### src/rtl/frame_buffer_scheduler.sv
// Frame-buffer ring scheduler: hands writer/reader DRAM base addresses and tracks per-buffer ownership.
// Optional FRAME_STATS_EN adds saturating drop_cnt / repeat_cnt outputs.
module frame_buffer_scheduler #(
  parameter int          NUM_BUFS   = 4,
  parameter logic [31:0] BASE_ADDR  = 32'h0F80_0000,
  parameter logic [31:0] BUF_STRIDE = 32'h0040_0000
) (
  input  logic        sys_clk,
  input  logic        sys_rst_n,
  input  logic        wr_req,
  output logic        wr_ack,
  output logic        wr_active,
  output logic [31:0] wr_base,
  output logic [2:0]  wr_idx,
  input  logic        wr_done,
  input  logic        rd_req,
  output logic        rd_ack,
  output logic        rd_active,
  output logic [31:0] rd_base,
  output logic [2:0]  rd_idx,
  input  logic        rd_done,
  output logic        rd_empty
`ifdef FRAME_STATS_EN
  ,
  output logic [15:0] drop_cnt,
  output logic [15:0] repeat_cnt
`endif
);

  typedef enum logic [1:0] {B_FREE, B_WRITING, B_READY, B_READING} buf_st_e;

  buf_st_e     st_q [NUM_BUFS];
  buf_st_e     st_d [NUM_BUFS];
  logic        wr_ack_q, wr_active_q, rd_ack_q, rd_active_q, rd_empty_q;
  logic [31:0] wr_base_q, rd_base_q;
  logic [2:0]  wr_idx_q, rd_idx_q;

  logic        ready_any, free_any;
  logic [2:0]  ready_idx, free_idx, wr_pick;
  logic        wr_done_v, rd_done_v, rd_grant, wr_grant, wr_steal, keep_ready;

  function automatic logic [31:0] base_of(input logic [2:0] idx);
    return BASE_ADDR + ({29'd0, idx} * BUF_STRIDE);
  endfunction

  // Descending scan so the lowest FREE index wins.
  always_comb begin
    ready_any = 1'b0;
    ready_idx = '0;
    free_any  = 1'b0;
    free_idx  = '0;
    for (int i = NUM_BUFS - 1; i >= 0; i--) begin
      if (st_q[i] == B_READY) begin
        ready_any = 1'b1;
        ready_idx = 3'(i);
      end
      if (st_q[i] == B_FREE) begin
        free_any = 1'b1;
        free_idx = 3'(i);
      end
    end
  end

  assign wr_done_v  = wr_done & wr_active_q;
  assign rd_done_v  = rd_done & rd_active_q;
  assign rd_grant   = rd_req & ~rd_active_q & ready_any;
  assign wr_grant   = wr_req & ~wr_active_q & (free_any | (ready_any & ~rd_grant));
  assign wr_steal   = wr_grant & ~free_any;
  assign wr_pick    = free_any ? free_idx : ready_idx;
  // The pre-edge READY frame survives this edge unless the reader or a writer steal takes it.
  assign keep_ready = ready_any & ~rd_grant & ~wr_steal;

  always_comb begin
    for (int i = 0; i < NUM_BUFS; i++) begin
      st_d[i] = st_q[i];
      if (rd_grant && ready_idx == 3'(i)) st_d[i] = B_READING;
      if (wr_grant && wr_pick == 3'(i))   st_d[i] = B_WRITING;
      if (wr_done_v) begin
        if (st_q[i] == B_WRITING)                  st_d[i] = B_READY;
        else if (st_q[i] == B_READY && keep_ready) st_d[i] = B_FREE;
      end
      if (rd_done_v && st_q[i] == B_READING)
        st_d[i] = (wr_done_v || keep_ready) ? B_FREE : B_READY;
    end
  end

  always_ff @(posedge sys_clk or negedge sys_rst_n) begin
    if (!sys_rst_n) begin
      for (int i = 0; i < NUM_BUFS; i++) st_q[i] <= B_FREE;
      wr_ack_q    <= 1'b0;
      wr_active_q <= 1'b0;
      wr_base_q   <= BASE_ADDR;
      wr_idx_q    <= '0;
      rd_ack_q    <= 1'b0;
      rd_active_q <= 1'b0;
      rd_base_q   <= BASE_ADDR;
      rd_idx_q    <= '0;
      rd_empty_q  <= 1'b1;
    end else begin
      for (int i = 0; i < NUM_BUFS; i++) st_q[i] <= st_d[i];
      wr_ack_q <= wr_grant;
      rd_ack_q <= rd_grant;
      if (wr_grant) begin
        wr_active_q <= 1'b1;
        wr_idx_q    <= wr_pick;
        wr_base_q   <= base_of(wr_pick);
      end else if (wr_done_v) begin
        wr_active_q <= 1'b0;
      end
      if (rd_grant) begin
        rd_active_q <= 1'b1;
        rd_idx_q    <= ready_idx;
        rd_base_q   <= base_of(ready_idx);
      end else if (rd_done_v) begin
        rd_active_q <= 1'b0;
      end
      if (wr_done_v) rd_empty_q <= 1'b0;
    end
  end

  assign wr_ack    = wr_ack_q;
  assign wr_active = wr_active_q;
  assign wr_base   = wr_base_q;
  assign wr_idx    = wr_idx_q;
  assign rd_ack    = rd_ack_q;
  assign rd_active = rd_active_q;
  assign rd_base   = rd_base_q;
  assign rd_idx    = rd_idx_q;
  assign rd_empty  = rd_empty_q;

`ifdef FRAME_STATS_EN
  logic [15:0] drop_cnt_q, repeat_cnt_q;
  logic [2:0]  last_rd_idx_q;
  logic        have_last_q, wd_since_q;
  logic        drop_ev, repeat_ev;

  function automatic logic [15:0] sat_inc(input logic [15:0] v);
    return (v == 16'hFFFF) ? v : v + 16'd1;
  endfunction

  assign drop_ev   = wr_steal | (wr_done_v & keep_ready);
  // A repeat is a grant of the same index with no frame completed since the previous grant.
  assign repeat_ev = rd_grant & have_last_q & (ready_idx == last_rd_idx_q) & ~wd_since_q;

  always_ff @(posedge sys_clk or negedge sys_rst_n) begin
    if (!sys_rst_n) begin
      drop_cnt_q    <= '0;
      repeat_cnt_q  <= '0;
      last_rd_idx_q <= '0;
      have_last_q   <= 1'b0;
      wd_since_q    <= 1'b0;
    end else begin
      if (drop_ev)   drop_cnt_q   <= sat_inc(drop_cnt_q);
      if (repeat_ev) repeat_cnt_q <= sat_inc(repeat_cnt_q);
      if (rd_grant) begin
        last_rd_idx_q <= ready_idx;
        have_last_q   <= 1'b1;
        wd_since_q    <= wr_done_v;
      end else if (wr_done_v) begin
        wd_since_q    <= 1'b1;
      end
    end
  end

  assign drop_cnt   = drop_cnt_q;
  assign repeat_cnt = repeat_cnt_q;
`else
  // Statistics counters are absent in this build.
`endif

endmodule
### config.mk
export PLATFORM = sky130hd
export DESIGN_NAME = frame_buffer_scheduler
export DESIGN_NICKNAME = d
export VERILOG_FILES = /design/src/rtl/frame_buffer_scheduler.sv
export SDC_FILE = /design/constraint.sdc
export NUM_CORES = 1
export LEC_CHECK = 0
export CORE_ASPECT_RATIO = 0.9
export CORE_MARGIN = 3
export CORE_UTILIZATION = 47
export CTS_CLUSTER_DIAMETER = 30
export DETAILED_ROUTE_END_ITERATION = 10
export DONT_BUFFER_PORTS = 1
export SLEW_MARGIN = 20
export SYNTH_ARGS = -nofsm -noshare
export SYNTH_HDL_FRONTEND = slang
export SYNTH_SLANG_ARGS = --single-unit
export TNS_END_PERCENT = 1
### constraint.sdc
create_clock -name sys_clk -period 2.3 [get_ports sys_clk]
set_clock_uncertainty 0.2 [all_clocks]
set_input_delay 0.46 -clock sys_clk [delete_from_list [all_inputs] [get_ports sys_clk]]
set_output_delay 0.46 -clock sys_clk [all_outputs]
set_load 0.05 [all_outputs]
* Word-level counts from Yosys, hierarchy flattened
Cells that the tools add are included.
** Storage, ports and cells
- Register bits :: 83
- Input bits :: 6
- Output and inout bits :: 75
- Word-level logic and storage cells :: 119
** Cells by class
- $add $sub $neg :: 2
- Eq/ne operators :: 18
- Multiplexer cells :: 46
- Bitwise logic cells :: 15
- Reductions and logical operators :: 25
** Operators with widths (count)
- adder 28 x 25 -> 29 bit, first input constant :: 2
- two-way mux 2 bit :: 27
- two-way mux 3 bit :: 7
- == test 2 bit, second input constant :: 8
- logical AND 1 bit :: 16
- == test 3 x 2 -> 1 bit, second input constant :: 4
- two-way mux 1 bit :: 12
- bitwise AND 1 bit :: 9
- == test 2 x 1 -> 1 bit, second input constant :: 4
- logical NOT 2 bit :: 4
- == test 3 x 1 -> 1 bit, second input constant :: 2
- logical NOT 3 bit :: 2
- NOT 1 bit :: 5
- nonzero test 2 bit :: 2
- logical OR 1 bit :: 1
- bitwise OR 1 bit :: 1

* Depth between registers and ports, before layout
- Depth after elaboration :: 18
- Depth in mapped cells :: 6
- Depth with buffers taken out :: 5

* Worst setup path before layout
Ideal clock, no wire load.
- Path kind :: reg-to-reg
- Start point :: reg rd_active_q (netlist: rd_active)
- End point :: reg st_q[5] (netlist name)
- Setup time :: 0.120 ns
- Arrival :: 1.614 ns
- Setup slack :: 0.366 ns
- Stages on the path, launching flop included :: 6
- Path buffers :: 0
- Clock period less this slack :: 1.934 ns
- Path through :: dfrtp_1 nor2b_1 a211oi_2 o21ai_2 or3_4 a31o_1
** RTL lines
- start, declared :: RTL line 34 : logic wr_ack_q, wr_active_q, rd_ack_q, rd_active_q, rd_empty_q;
- start signal, assigned :: RTL line 95 : rd_active_q <= 1'b0;
- start signal, assigned :: RTL line 111 : rd_active_q <= 1'b1;
- start signal, assigned :: RTL line 115 : rd_active_q <= 1'b0;
- end, declared :: RTL line 32 : buf_st_e st_q [NUM_BUFS];

* Worst setup path in the final report
- Start point :: reg st_q[5] (netlist name)
- End point :: reg wr_base_q[22] (netlist: wr_base[22])
** On the way
- Word-level cells in the longest chain between the ends :: 8
- Elaborated cells on any way between the ends :: 17
** RTL lines
- == test 2 bit :: RTL line 53 : if (st_q[i] == B_READY) begin
- two-way mux 1 bit (2 in a row) :: RTL line 53
- bitwise AND 1 bit :: RTL line 66 : assign rd_grant = rd_req & ~rd_active_q & ready_any;
- NOT 1 bit :: RTL line 67 : assign wr_grant = wr_req & ~wr_active_q & (free_any | (ready_any & ~rd_grant));
- bitwise AND 1 bit :: RTL line 67
- bitwise OR 1 bit * :: RTL line 67
- bitwise AND 1 bit * :: RTL line 67
- net wr_grant :: RTL line 40 : logic wr_done_v, rd_done_v, rd_grant, wr_grant, wr_steal, keep_ready;
- end signal, assigned :: RTL line 106 : wr_base_q <= base_of(wr_pick);
- end, declared :: RTL line 35 : logic [31:0] wr_base_q, rd_base_q;
Mark *: on every way through the listed nets, which the timed path passes. The rest lies on a longest branch.
A chain may end at the register's enable or synchronous reset.

==> results.py <==
metrics = {
    "outcome": {
        "status": "complete, no violations",
    },
    "sta": {
        "setup_viol": 0,
        "fin_crit_sh": 0.902,
        "min_period_ns": 2.07,
        "finalHoldViolCount": 0,
        "worst_slack_ns": 0.225,
        "relSlewSlack": 0.401,
        "rsz0062_at_grt": "false",
        "worst_pin_slew_ns": 0.896,
        "setup_tns_ns": 0,
        "fmax_mhz": 482,
        "slew_viol_final": 0,
    },
    "yosys": {
        "synth_top_area_cell": "buf_4",
        "synth_warnings": 0,
        "synth-seq-cells": 19,
        "seq_area_frac_synth": 0.288,
        "synth_most_common_cell": "buf_4",
        "synthArstFlopShare": 1.00,
        "synthTopCellsByArea": "buf_4 (31%), dfrtp_1 (24%), dfstp_2 (4.7%)",
        "synthTopCellsByCount": "buf_4 (69), dfrtp_1 (16), nand2_1 (15)",
        "synth_cell_types": 39,
        "synth_edf_count": 0,
        "synth_cells": 190,
        "ys.flop_type": "dfrtp_1",
        "syn-cell-area_mm2": 0.00166,
        "synthDominantCellAreaShare": 0.311,
        "avgSynthCellArea_um2": 8.76,
    },
    "critical_path": {
        "r2r-end": "wr_base[22]",
        "worstPathCellList": "nor2b_1 -> nor4_4 -> o21a_1 -> nor2_2 -> mux2_1",
        "cp-end-kind": "flop",
        "crit_fanout": 10,
        "crit_end": "wr_base[22]",
        "reg2reg_from": "st_q[5]",
        "critical_path_depth": 5,
        "rr_worst_depth": 5,
        "crit_start": "st_q[5]",
        "crit_arrival_ns": 2.02,
        "crit_buf_inv": 0,
        "cp.required_ns": 2.24,
        "crit_family": "simple AND/OR/NAND/NOR gates",
        "slowest_stage": "dfrtp_1",
        "r2r_setup_slack_ns": 0.23,
        "critical_path.max_stage_delay_ns": 0.52,
        "critPathKind": "flop to flop",
        "worstSetupStartpointType": "flop",
    },
    "routing": {
        "drtIter0Drc": 84,
        "dr.pass1.iters": 4,
        "via_count": 1099,
        "postRouteAntennaNets": 0,
        "drc_errors": 0,
        "wl_per_cell_um": 13.6,
        "totalWireLength_um": 3030,
        "vias_per_cell": 4.95,
    },
    "flow_run": {
        "drv_cap": 0,
    },
    "die": {
        "start_util": 0.519,
        "ios": 81,
        "die_x_um": 68.7,
        "die_area_mm2": 0.00429,
        "rows": 19,
        "die_h_um": 62.5,
        "core-area_mm2": 0.00321,
    },
    "clocking": {
        "post_cts_resized": 0,
        "clock_latency_ns": 0.26,
        "clockBufferDepth": 2,
        "clk_pin_slew_ns": 0.07,
        "htreeDepth": 1,
        "cts_tree": "yes",
        "cts_root_buf": "clkbuf_8",
        "cts_buffers": 3,
        "cts_sinks": 19,
    },
    "placement": {
        "port_buffers": 0,
        "pre_cts_ws_ns": 0.260,
        "gp_congestion": 0.859,
        "hpwl_um": 2290,
    },
    "finish": {
        "largest_reg_flops": 8,
        "drive_gt1_frac": 0.133,
        "top_register": "st_q",
        "diodes": 0,
        "nets": 187,
        "syn_to_final_growth_pct": -10.1,
        "n_fill_cell": 324,
        "seq_area_um2": 479,
        "multi_input_area_um2": 828,
    },
    "global_route": {
        "grt_start_max_net_pins": 20,
        "antenna_found_initial": 0,
        "grtUsageTotal": 0.145,
        "overflow": 0,
        "grt_pass1_vias": 945,
        "grt_pass1_wl_um": 4750,
    },
    "min_path": {
        "hold_path.class": "input port to flop",
    },
    "pwr": {
        "p_total_mw": 2.82,
        "powerDensity_mw_per_mm2": 1880,
        "worst_ir_drop_vdd_mv": 0.661,
        "power.leakage_nw": 0.662,
    },
}
==> cells by family (layout without fill, tap and decap cells) <==
family / after synthesis / after routing / share of synthesized area
other cells: 1 / 52 / 0.00225
simple gates: 48 / 48 / 0.162
mux: 2 / 2 / 0.0135
compound gates: 45 / 45 / 0.205
buf+inv: 75 / 14 / 0.329
flops: 19 / 19 / 0.288
==> metrics by stage <==
step,util,cell area [um2],cells,hold slack (ns)
after floorplan,-,1860,241,-0.0356
after global placement,0.449,1440,217,-0.0349
after detailed placement,0.449,1440,217,-0.0349
after CTS,0.466,1500,222,0.0924
after global routing,0.466,1500,222,0.0963
final,0.466,1500,222,0.0954
==> metal layers <==
layer | routed length, um | global-route usage
met4 | 58 | 0.0633
met3 | 266 | 0.0234
met2 | 1460 | 0.234
met5 | 0 | 0
met1 | 1240 | 0.187
==> layout make-up <==
cell class / count / area share
Tap cell: 42 / 0.0351
Multi-Input combinational cell: 147 / 0.554
Clock buffer: 4 / 0.0301
Timing Repair Buffer: 7 / 0.0535
Sequential cell: 19 / 0.320
Inverter: 3 / 0.00753
==> cells in the final DEF, fill, tap and decap left out, drive strengths merged, types with 2 or more instances in the layout <==
cell type and count:
a211oi 2, a21oi 3, a221oi 3, a31o 4
a31oi 2, and2 4, buf 6, clkbuf 4
conb 52, dfrtp 16, dfstp 3, inv 3
mux2 2, nand2 15, nand2b 5, nor2 13
nor2b 6, o211ai 5, o21a 2, o21ai 15
o22ai 4
==> power by group <==
group          switching [mW]  internal, mW
sequential              0.383         0.490
clock                   0.109         0.123
combinational            1.22         0.497
total                    1.71          1.11
==> how the worst min path moves through the flow <==
| stage | to | slack [ns] | from | depth (start not counted) |
|---|---|---|---|---|
| after floorplan | rd_ack | -0.04 | sys_rst_n | 0 |
| after global placement | rd_active | -0.03 | sys_rst_n | 0 |
| after detailed placement | rd_base[22] | -0.03 | sys_rst_n | 0 |
| after CTS | rd_active | 0.09 | rd_done | 1 |
| after global routing | rd_active | 0.1 | rd_done | 1 |
| final | rd_active | 0.1 | rd_done | 1 |
==> repair_timing <==
action,4_1_cts,5_1_grt
setup endpoints to repair,0,0
setup buffers,0,0
endpoints found under the hold margin,19,0
hold buffers,1,0
Power figures use the tool's default switching activity.
